<file path="config.mk">
export PLATFORM = sky130hd
export DESIGN_NAME = ysyx_23060184_xbar_flat
export DESIGN_NICKNAME = d
export VERILOG_FILES = /design/src/rtl/ysyx_23060184_xbar_if.sv /design/src/rtl/ysyx_23060184_xbar.sv /design/src/flat_wrapper.sv
export SDC_FILE = /design/constraint.sdc
export NUM_CORES = 1
export LEC_CHECK = 0
export BUFFER_PORTS_ARGS = -buffer_cell sky130_fd_sc_hd__buf_4
export CAP_MARGIN = 40
export CORE_MARGIN = 2
export CORE_UTILIZATION = 42
export CTS_BUF_LIST = sky130_fd_sc_hd__clkbuf_8
export CTS_CLUSTER_DIAMETER = 60
export CTS_CLUSTER_SIZE = 10
export DETAILED_ROUTE_END_ITERATION = 8
export PLACE_DENSITY = 0.76
export SYNTH_ARGS = -nofsm -noshare
export SYNTH_HDL_FRONTEND = slang
export SYNTH_SLANG_ARGS = --single-unit
</file>
<file path="constraint.sdc">
create_clock -name clk -period 2 [get_ports clk]
set_clock_uncertainty 0.1 [all_clocks]
set_input_delay 0.2 -clock clk [delete_from_list [all_inputs] [get_ports clk]]
set_output_delay 0.2 -clock clk [all_outputs]
set_load 0.03 [all_outputs]
</file>
<file path="src/rtl/ysyx_23060184_xbar_if.sv">
// Bus bundles for the memory crossbar: a read-only fetch port,
// a full read/write memory port and a write-only UART port.
interface ysyx_23060184_fetch_if #(
    parameter int DW = 32
);
    logic          valid;
    logic [DW-1:0] addr;
    logic          ready;
    logic          rvalid;
    logic [DW-1:0] rdata;

    modport master (
        output valid, addr,
        input  ready, rvalid, rdata
    );
    modport slave (
        input  valid, addr,
        output ready, rvalid, rdata
    );
endinterface

interface ysyx_23060184_xbar_if #(
    parameter int DW = 32
);
    logic          valid;
    logic          wen;
    logic [DW-1:0] addr;
    logic [DW-1:0] wdata;
    logic [3:0]    wmask;
    logic          ready;
    logic          rvalid;
    logic [DW-1:0] rdata;

    modport master (
        output valid, wen, addr, wdata, wmask,
        input  ready, rvalid, rdata
    );
    modport slave (
        input  valid, wen, addr, wdata, wmask,
        output ready, rvalid, rdata
    );
endinterface

interface ysyx_23060184_uart_if;
    logic       valid;
    logic [7:0] wdata;
    logic       ready;

    modport master (
        output valid, wdata,
        input  ready
    );
    modport slave (
        input  valid, wdata,
        output ready
    );
endinterface

</file>
<file path="src/rtl/ysyx_23060184_xbar.sv">
// Single-outstanding crossbar: IFU/LSU masters to SRAM/UART slaves,
// path locked from grant capture until the response is returned.
module ysyx_23060184_xbar #(
    parameter int DATA_WIDTH = 32,
    parameter int TIMEOUT    = 255
) (
    input  logic                        clk,
    input  logic                        rstn,
    input  logic [1:0]                  grant,
    ysyx_23060184_fetch_if.slave        ifu,
    ysyx_23060184_xbar_if.slave         lsu,
    output logic                        lsu_err,
    ysyx_23060184_xbar_if.master        sram,
    ysyx_23060184_uart_if.master        uart
);

    typedef enum logic [2:0] {
        S_IDLE,
        S_ACCEPT,
        S_SLV_REQ,
        S_SLV_RESP,
        S_RESP
    } state_e;

    localparam logic [1:0] G_IFU  = 2'b01;
    localparam logic [1:0] G_LSU  = 2'b10;
    localparam logic [1:0] G_UART = 2'b11;
    localparam logic [7:0] TO_LIM = 8'(TIMEOUT);

    state_e                state_q, state_d;
    logic [1:0]            sel_q, sel_d;
    logic                  wen_q, wen_d;
    logic [DATA_WIDTH-1:0] addr_q, addr_d;
    logic [DATA_WIDTH-1:0] wdata_q, wdata_d;
    logic [3:0]            wmask_q, wmask_d;
    logic [DATA_WIDTH-1:0] rdata_q, rdata_d;
    logic                  err_q, err_d;
    logic [7:0]            cnt_q, cnt_d;

    logic       take_ifu;
    logic       take_lsu;
    logic       to_sram;
    logic       hs_sram;
    logic       hs_uart;
    logic [7:0] cnt_inc;
    logic       timed_out;

    always_ff @(posedge clk) begin
        if (!rstn) begin
            state_q <= S_IDLE;
            sel_q   <= 2'b00;
            wen_q   <= 1'b0;
            addr_q  <= '0;
            wdata_q <= '0;
            wmask_q <= 4'h0;
            rdata_q <= '0;
            err_q   <= 1'b0;
            cnt_q   <= 8'h00;
        end else begin
            state_q <= state_d;
            sel_q   <= sel_d;
            wen_q   <= wen_d;
            addr_q  <= addr_d;
            wdata_q <= wdata_d;
            wmask_q <= wmask_d;
            rdata_q <= rdata_d;
            err_q   <= err_d;
            cnt_q   <= cnt_d;
        end
    end

    assign take_ifu  = (grant == G_IFU) && ifu.valid;
    assign take_lsu  = grant[1] && lsu.valid;
    assign to_sram   = (sel_q == G_IFU) || (sel_q == G_LSU);
    assign hs_sram   = sram.valid && sram.ready;
    assign hs_uart   = uart.valid && uart.ready;
    assign cnt_inc   = cnt_q + 8'd1;
    assign timed_out = (cnt_inc == TO_LIM);

    always_comb begin
        state_d = state_q;
        sel_d   = sel_q;
        wen_d   = wen_q;
        addr_d  = addr_q;
        wdata_d = wdata_q;
        wmask_d = wmask_q;
        rdata_d = rdata_q;
        err_d   = err_q;
        cnt_d   = cnt_q;
        unique case (state_q)
            S_IDLE: begin
                unique case (1'b1)
                    take_ifu: begin
                        sel_d   = grant;
                        wen_d   = 1'b0;
                        addr_d  = ifu.addr;
                        wdata_d = '0;
                        wmask_d = 4'h0;
                        rdata_d = '0;
                        err_d   = 1'b0;
                        state_d = S_ACCEPT;
                    end
                    take_lsu: begin
                        sel_d   = grant;
                        wen_d   = lsu.wen;
                        addr_d  = lsu.addr;
                        wdata_d = lsu.wdata;
                        wmask_d = lsu.wmask;
                        rdata_d = '0;
                        err_d   = 1'b0;
                        state_d = S_ACCEPT;
                    end
                    default: ;
                endcase
            end
            S_ACCEPT: begin
                cnt_d = 8'h00;
                // The UART has no read path: fail the access locally.
                if (sel_q == G_UART && !wen_q) begin
                    err_d   = 1'b1;
                    rdata_d = '0;
                    state_d = S_RESP;
                end else begin
                    state_d = S_SLV_REQ;
                end
            end
            S_SLV_REQ: begin
                cnt_d = cnt_inc;
                if (timed_out) begin
                    err_d   = 1'b1;
                    rdata_d = '0;
                    state_d = S_RESP;
                end else if (sel_q == G_UART) begin
                    if (hs_uart) state_d = S_RESP;
                end else if (hs_sram) begin
                    state_d = S_SLV_RESP;
                end
            end
            S_SLV_RESP: begin
                cnt_d = cnt_inc;
                if (timed_out) begin
                    err_d   = 1'b1;
                    rdata_d = '0;
                    state_d = S_RESP;
                end else if (sram.rvalid) begin
                    rdata_d = wen_q ? '0 : sram.rdata;
                    state_d = S_RESP;
                end
            end
            S_RESP: begin
                state_d = S_IDLE;
            end
            default: begin
                state_d = S_IDLE;
            end
        endcase
    end

    assign ifu.ready  = (state_q == S_ACCEPT) && (sel_q == G_IFU);
    assign ifu.rvalid = (state_q == S_RESP) && (sel_q == G_IFU);
    assign ifu.rdata  = ifu.rvalid ? rdata_q : '0;

    assign lsu.ready  = (state_q == S_ACCEPT) && sel_q[1];
    assign lsu.rvalid = (state_q == S_RESP) && sel_q[1];
    assign lsu.rdata  = lsu.rvalid ? rdata_q : '0;
    assign lsu_err    = lsu.rvalid && err_q;

    assign sram.valid = (state_q == S_SLV_REQ) && to_sram;
    assign sram.wen   = wen_q;
    assign sram.addr  = addr_q;
    assign sram.wdata = wdata_q;
    assign sram.wmask = wmask_q;

    assign uart.valid = (state_q == S_SLV_REQ) && (sel_q == G_UART);
    assign uart.wdata = wdata_q[7:0];

endmodule

</file>
<file path="src/flat_wrapper.sv">
// flat-port wrapper written by rule: the top's interface ports become plain ports
module ysyx_23060184_xbar_flat 
#(
    parameter int DATA_WIDTH = 32,
    parameter int TIMEOUT    = 255
)
  (clk, rstn, grant, lsu_err, ifu_valid, ifu_addr, ifu_ready, ifu_rvalid, ifu_rdata, lsu_valid, lsu_wen, lsu_addr, lsu_wdata, lsu_wmask, lsu_ready, lsu_rvalid, lsu_rdata, sram_valid, sram_wen, sram_addr, sram_wdata, sram_wmask, sram_ready, sram_rvalid, sram_rdata, uart_valid, uart_wdata, uart_ready);
  ysyx_23060184_fetch_if #(.DW((32))) ifu_i ();
  ysyx_23060184_xbar_if #(.DW((32))) lsu_i ();
  ysyx_23060184_xbar_if #(.DW((32))) sram_i ();
  ysyx_23060184_uart_if uart_i ();
  input  logic clk;
  input  logic rstn;
  input  logic [1:0] grant;
  output logic lsu_err;
  input wire logic [$bits(ifu_i.valid)-1:0] ifu_valid;
  input wire logic [$bits(ifu_i.addr)-1:0] ifu_addr;
  output wire logic [$bits(ifu_i.ready)-1:0] ifu_ready;
  output wire logic [$bits(ifu_i.rvalid)-1:0] ifu_rvalid;
  output wire logic [$bits(ifu_i.rdata)-1:0] ifu_rdata;
  input wire logic [$bits(lsu_i.valid)-1:0] lsu_valid;
  input wire logic [$bits(lsu_i.wen)-1:0] lsu_wen;
  input wire logic [$bits(lsu_i.addr)-1:0] lsu_addr;
  input wire logic [$bits(lsu_i.wdata)-1:0] lsu_wdata;
  input wire logic [$bits(lsu_i.wmask)-1:0] lsu_wmask;
  output wire logic [$bits(lsu_i.ready)-1:0] lsu_ready;
  output wire logic [$bits(lsu_i.rvalid)-1:0] lsu_rvalid;
  output wire logic [$bits(lsu_i.rdata)-1:0] lsu_rdata;
  output wire logic [$bits(sram_i.valid)-1:0] sram_valid;
  output wire logic [$bits(sram_i.wen)-1:0] sram_wen;
  output wire logic [$bits(sram_i.addr)-1:0] sram_addr;
  output wire logic [$bits(sram_i.wdata)-1:0] sram_wdata;
  output wire logic [$bits(sram_i.wmask)-1:0] sram_wmask;
  input wire logic [$bits(sram_i.ready)-1:0] sram_ready;
  input wire logic [$bits(sram_i.rvalid)-1:0] sram_rvalid;
  input wire logic [$bits(sram_i.rdata)-1:0] sram_rdata;
  output wire logic [$bits(uart_i.valid)-1:0] uart_valid;
  output wire logic [$bits(uart_i.wdata)-1:0] uart_wdata;
  input wire logic [$bits(uart_i.ready)-1:0] uart_ready;
  assign ifu_i.valid = ifu_valid;
  assign ifu_i.addr = ifu_addr;
  assign ifu_ready = ifu_i.ready;
  assign ifu_rvalid = ifu_i.rvalid;
  assign ifu_rdata = ifu_i.rdata;
  assign lsu_i.valid = lsu_valid;
  assign lsu_i.wen = lsu_wen;
  assign lsu_i.addr = lsu_addr;
  assign lsu_i.wdata = lsu_wdata;
  assign lsu_i.wmask = lsu_wmask;
  assign lsu_ready = lsu_i.ready;
  assign lsu_rvalid = lsu_i.rvalid;
  assign lsu_rdata = lsu_i.rdata;
  assign sram_valid = sram_i.valid;
  assign sram_wen = sram_i.wen;
  assign sram_addr = sram_i.addr;
  assign sram_wdata = sram_i.wdata;
  assign sram_wmask = sram_i.wmask;
  assign sram_i.ready = sram_ready;
  assign sram_i.rvalid = sram_rvalid;
  assign sram_i.rdata = sram_rdata;
  assign uart_valid = uart_i.valid;
  assign uart_wdata = uart_i.wdata;
  assign uart_i.ready = uart_ready;
  ysyx_23060184_xbar #(.DATA_WIDTH(DATA_WIDTH), .TIMEOUT(TIMEOUT)) u_core (.clk(clk), .rstn(rstn), .grant(grant), .ifu(ifu_i), .lsu(lsu_i), .lsu_err(lsu_err), .sram(sram_i), .uart(uart_i));
endmodule
</file>
==> flow_summary.yaml <==
setup_path:
  cp-end-kind: "flop"
  crit_chain: "ha_4, and3_4, mux2_4, a221oi_4, buf_6, nor3_4, clkbuf_16, a22o_1"
  crit_type: "reg -> reg"
  path_buf_inv: 2
  arrival_ns: 2.28
  critPathLaunchType: "flop"
  cp_top_family: "compound AO/OA/AOI/OAI gates"
  cp_num_cells: 8
  rr_worst_depth: 8
  required_ns: 2.20
  max_stage_delay_ns: 0.38
  cp_max_fo: 8
  slowest_stage: "dfxtp_4"
sta:
  worst_hold_slack_ns: 0.0225
  setup_viol: 64
  tightest_slew_ns: 0.575
  post-route-min-period_ns: 2.08
  hold_viol: 0
  rsz0062_at_grt: "yes"
  fin_crit_sh: 1.04
  timing.fmax_mhz: 481
  fin_ws_ns: -0.0801
  final_max_slew_viol_count: 0
  slew_headroom: 0.617
cts:
  cts_buffer_depth: 2
  cts_tree: "built"
  clk_pin_slew_ns: 0.07
  cts_buffers: 17
  root_buffer: "clkbuf_8"
  htreeDepth: 4
  clock_latency_ns: 0.42
  clock_sinks: 115
flow_run:
  cap_violations: 0
route:
  drtPass1Iterations: 5
  num_vias: 6077
  wl_per_cell_microns: 18.5
  wirelength_mm: 20.8
  routed_via_density: 5.41
  drt_iter0_drc: 385
  route.detailed.drc: 0
  ant_nets: 0
finish:
  final_layout_size_suffix_gt1_frac: 0.459
  fin_cells: 1123
  nets: 1088
  final_area_sq_um: 9480
  syn_to_final_growth_pct: 81.8
place:
  dp_hpwl_mm: 12.4
  placedCellCount: 1002
  placed_area_sq_um: 7680
  dp_worst_setup_slack_ns: -0.0900
  gp_congestion: 0.829
  io_buffer_count: 289
floorplan:
  num_rows: 40
  die_x_microns: 115
  die_h_microns: 115
  start_util: 0.432
  num_io_pins: 290
  core_region_area_sq_um: 12100
  die-area_sq_um: 13300
yosys:
  synth.cell_area_sq_um: 5220
  synth_flop_cell: "dfxtp_1"
  synth_largest_area_cell: "dfxtp_1"
  async_flop_share: 0
  syn-instance-count: 578
  ys_seq_elements: 115
  yosysSeqAreaShare: 0.441
  synth_top_area_frac: 0.441
  synth_edf_count: 0
  syn_avg_cell_area_sq_um: 9.02
  synth_cell_types: 44
  syn-num-nets: 724
  yosys_warnings: 0
  synth.top_cells.by_area: "dfxtp_1 44%, and2_1 7.8%, nand3_1 6.3%"
grt:
  gr-total-overflow: 0
  grt_pass1_wl_mm: 30.3
  track_usage: 0.289
  first_global_vias: 6012
  grt_start_max_net_pins: 65
  antenna_found_initial: 0
status:
  violations: "negative setup slack"
  run_status: "complete, but fails checks"
power:
  pwr-share-comb: 0.214
  power_uw: 6010
  switching_share: 0.281
  p_per_area_nw_per_um2: 634
  internal_power_uw: 4320
  p_leak_uw: 0.00454
  p_switching_uw: 1690
  p_clk_frac: 0.373
  seqPwrFrac: 0.413
  vdd_drop_max_uv: 486
hold_path:
  min_path_type: "in -> reg"
  hold_depth: 4
[cell families (layout without fill, tap and decap cells)]
group                    after synthesis  count (layout)  synth area share
buffers and inverters                 64             440            0.0540
AND/OR/NAND/NOR                      258             258             0.272
AO/OA/AOI/OAI                        133             133             0.214
multiplexers                           4               4           0.00863
other                                  0               1                 0
adder cells (fa/ha/maj)                4               4           0.00960
flip-flops                           115             115             0.441
[state kept, by name (all words and copies together), names as in the netlist]
name / flops
u_core.rdata_q: 32
u_core.state_q: 3
u_core.sram.wdata: 32
u_core.sram.addr: 32
u_core.sram.wen: 1
u_core.sel_q: 2
u_core.sram.wmask: 4
u_core.cnt_q: 8
u_core.err_q: 1
[power groups by stage]
stage / combinational [uW] / clock, uW / sequential [uW]
detailed placement: 1120 / 0 / 2520
global placement: 1100 / 0 / 2520
floorplan: 409 / 0 / 2720
CTS: 1250 / 2270 / 2480
finish: 1290 / 2240 / 2480
global route: 1370 / 2390 / 2490
[per-stage QoR]
stage	utilization	TNS, ns
after floorplan	-	-0.932
after global placement	0.637	-0.880
after detailed placement	0.637	-2.14
after CTS	0.775	-4.70
after global routing	0.786	-8.31
final	0.786	-2.38
[layout by cell type (no fill, tap or decap), drive strengths merged, types with 8 or more instances in the layout]
| cell | n |
|---|---|
| o21ai | 8 |
| dlygate4sd3 | 70 |
| nand2 | 42 |
| clkbuf | 26 |
| dfxtp | 115 |
| o211a | 33 |
| and2 | 65 |
| a22o | 32 |
| a22oi | 42 |
| nor2 | 10 |
| buf | 334 |
| nand3 | 67 |
| nor2b | 46 |
[worst reg2reg max path, stage by stage (launching register included)]
cell,delay [ns]
dfxtp_4,0.38
ha_4,0.14
and3_4,0.18
mux2_4,0.31
a221oi_4,0.26
buf_6,0.16
nor3_4,0.06
clkbuf_16,0.18
a22o_1,0.19
[final timing paths]
path / from / to / slack [ns]
hold / removal: ifu_addr[25] / u_core.sram.addr[25] / 0.02
setup / recovery: u_core.cnt_q[0] / u_core.rdata_q[16] / -0.08
setup reg to reg: u_core.cnt_q[0] / u_core.rdata_q[16] / -0.08
hold reg to reg: u_core.sram.addr[23] / u_core.sram.addr[23] / 0.40
[per-layer routing]
metal / up-vias / GRT usage / wire, microns
met5: - / 0 / 0
met4: 0 / 0.162 / 808
met3: 57 / 0.0805 / 1670
met2: 338 / 0.503 / 10700
met1: 2906 / 0.318 / 7590
li1: 2776 / - / -
[cell type report]
| type | count | area (sq um) |
|---|---|---|
| timing repair buffer | 407 | 3650 |
| multi-input combinational | 399 | 2880 |
| fill | 704 | 2580 |
| sequential | 115 | 2320 |
| clock buffer | 23 | 317 |
| tap | 168 | 210 |
| clock inverter | 8 | 98.8 |
| inverter | 2 | 7.51 |
| antenna | 1 | 2.50 |
[cells in the mapped netlist, types with 2 or more instances]
cell type / count
buf_2: 9
o21a_1: 2
nand2b_1: 4
o21ai_1: 3
a22oi_1: 42
nand2_1: 42
nor2b_1: 46
nor2_1: 10
mux2_1: 3
or3_1: 3
dfxtp_1: 115
buf_4: 8
a22o_1: 32
nand3b_1: 2
nand4b_1: 2
o21ai_0: 5
buf_1: 3
nor3_1: 5
and3_1: 2
inv_1: 2
clkbuf_1: 42
and2_1: 65
o211a_1: 33
nor3b_1: 5
a21oi_1: 6
nand3_1: 66
ha_1: 4
[timing repair]
action	4_1_cts	5_1_grt
endpoints found under the setup margin	99	125
hold buffers	70	0
endpoints found under the hold margin	70	0
gates resized for setup	92	53
pin swaps	20	3
cloned	5	2
buffers inserted	17	1
Power figures use the tool's default switching activity.
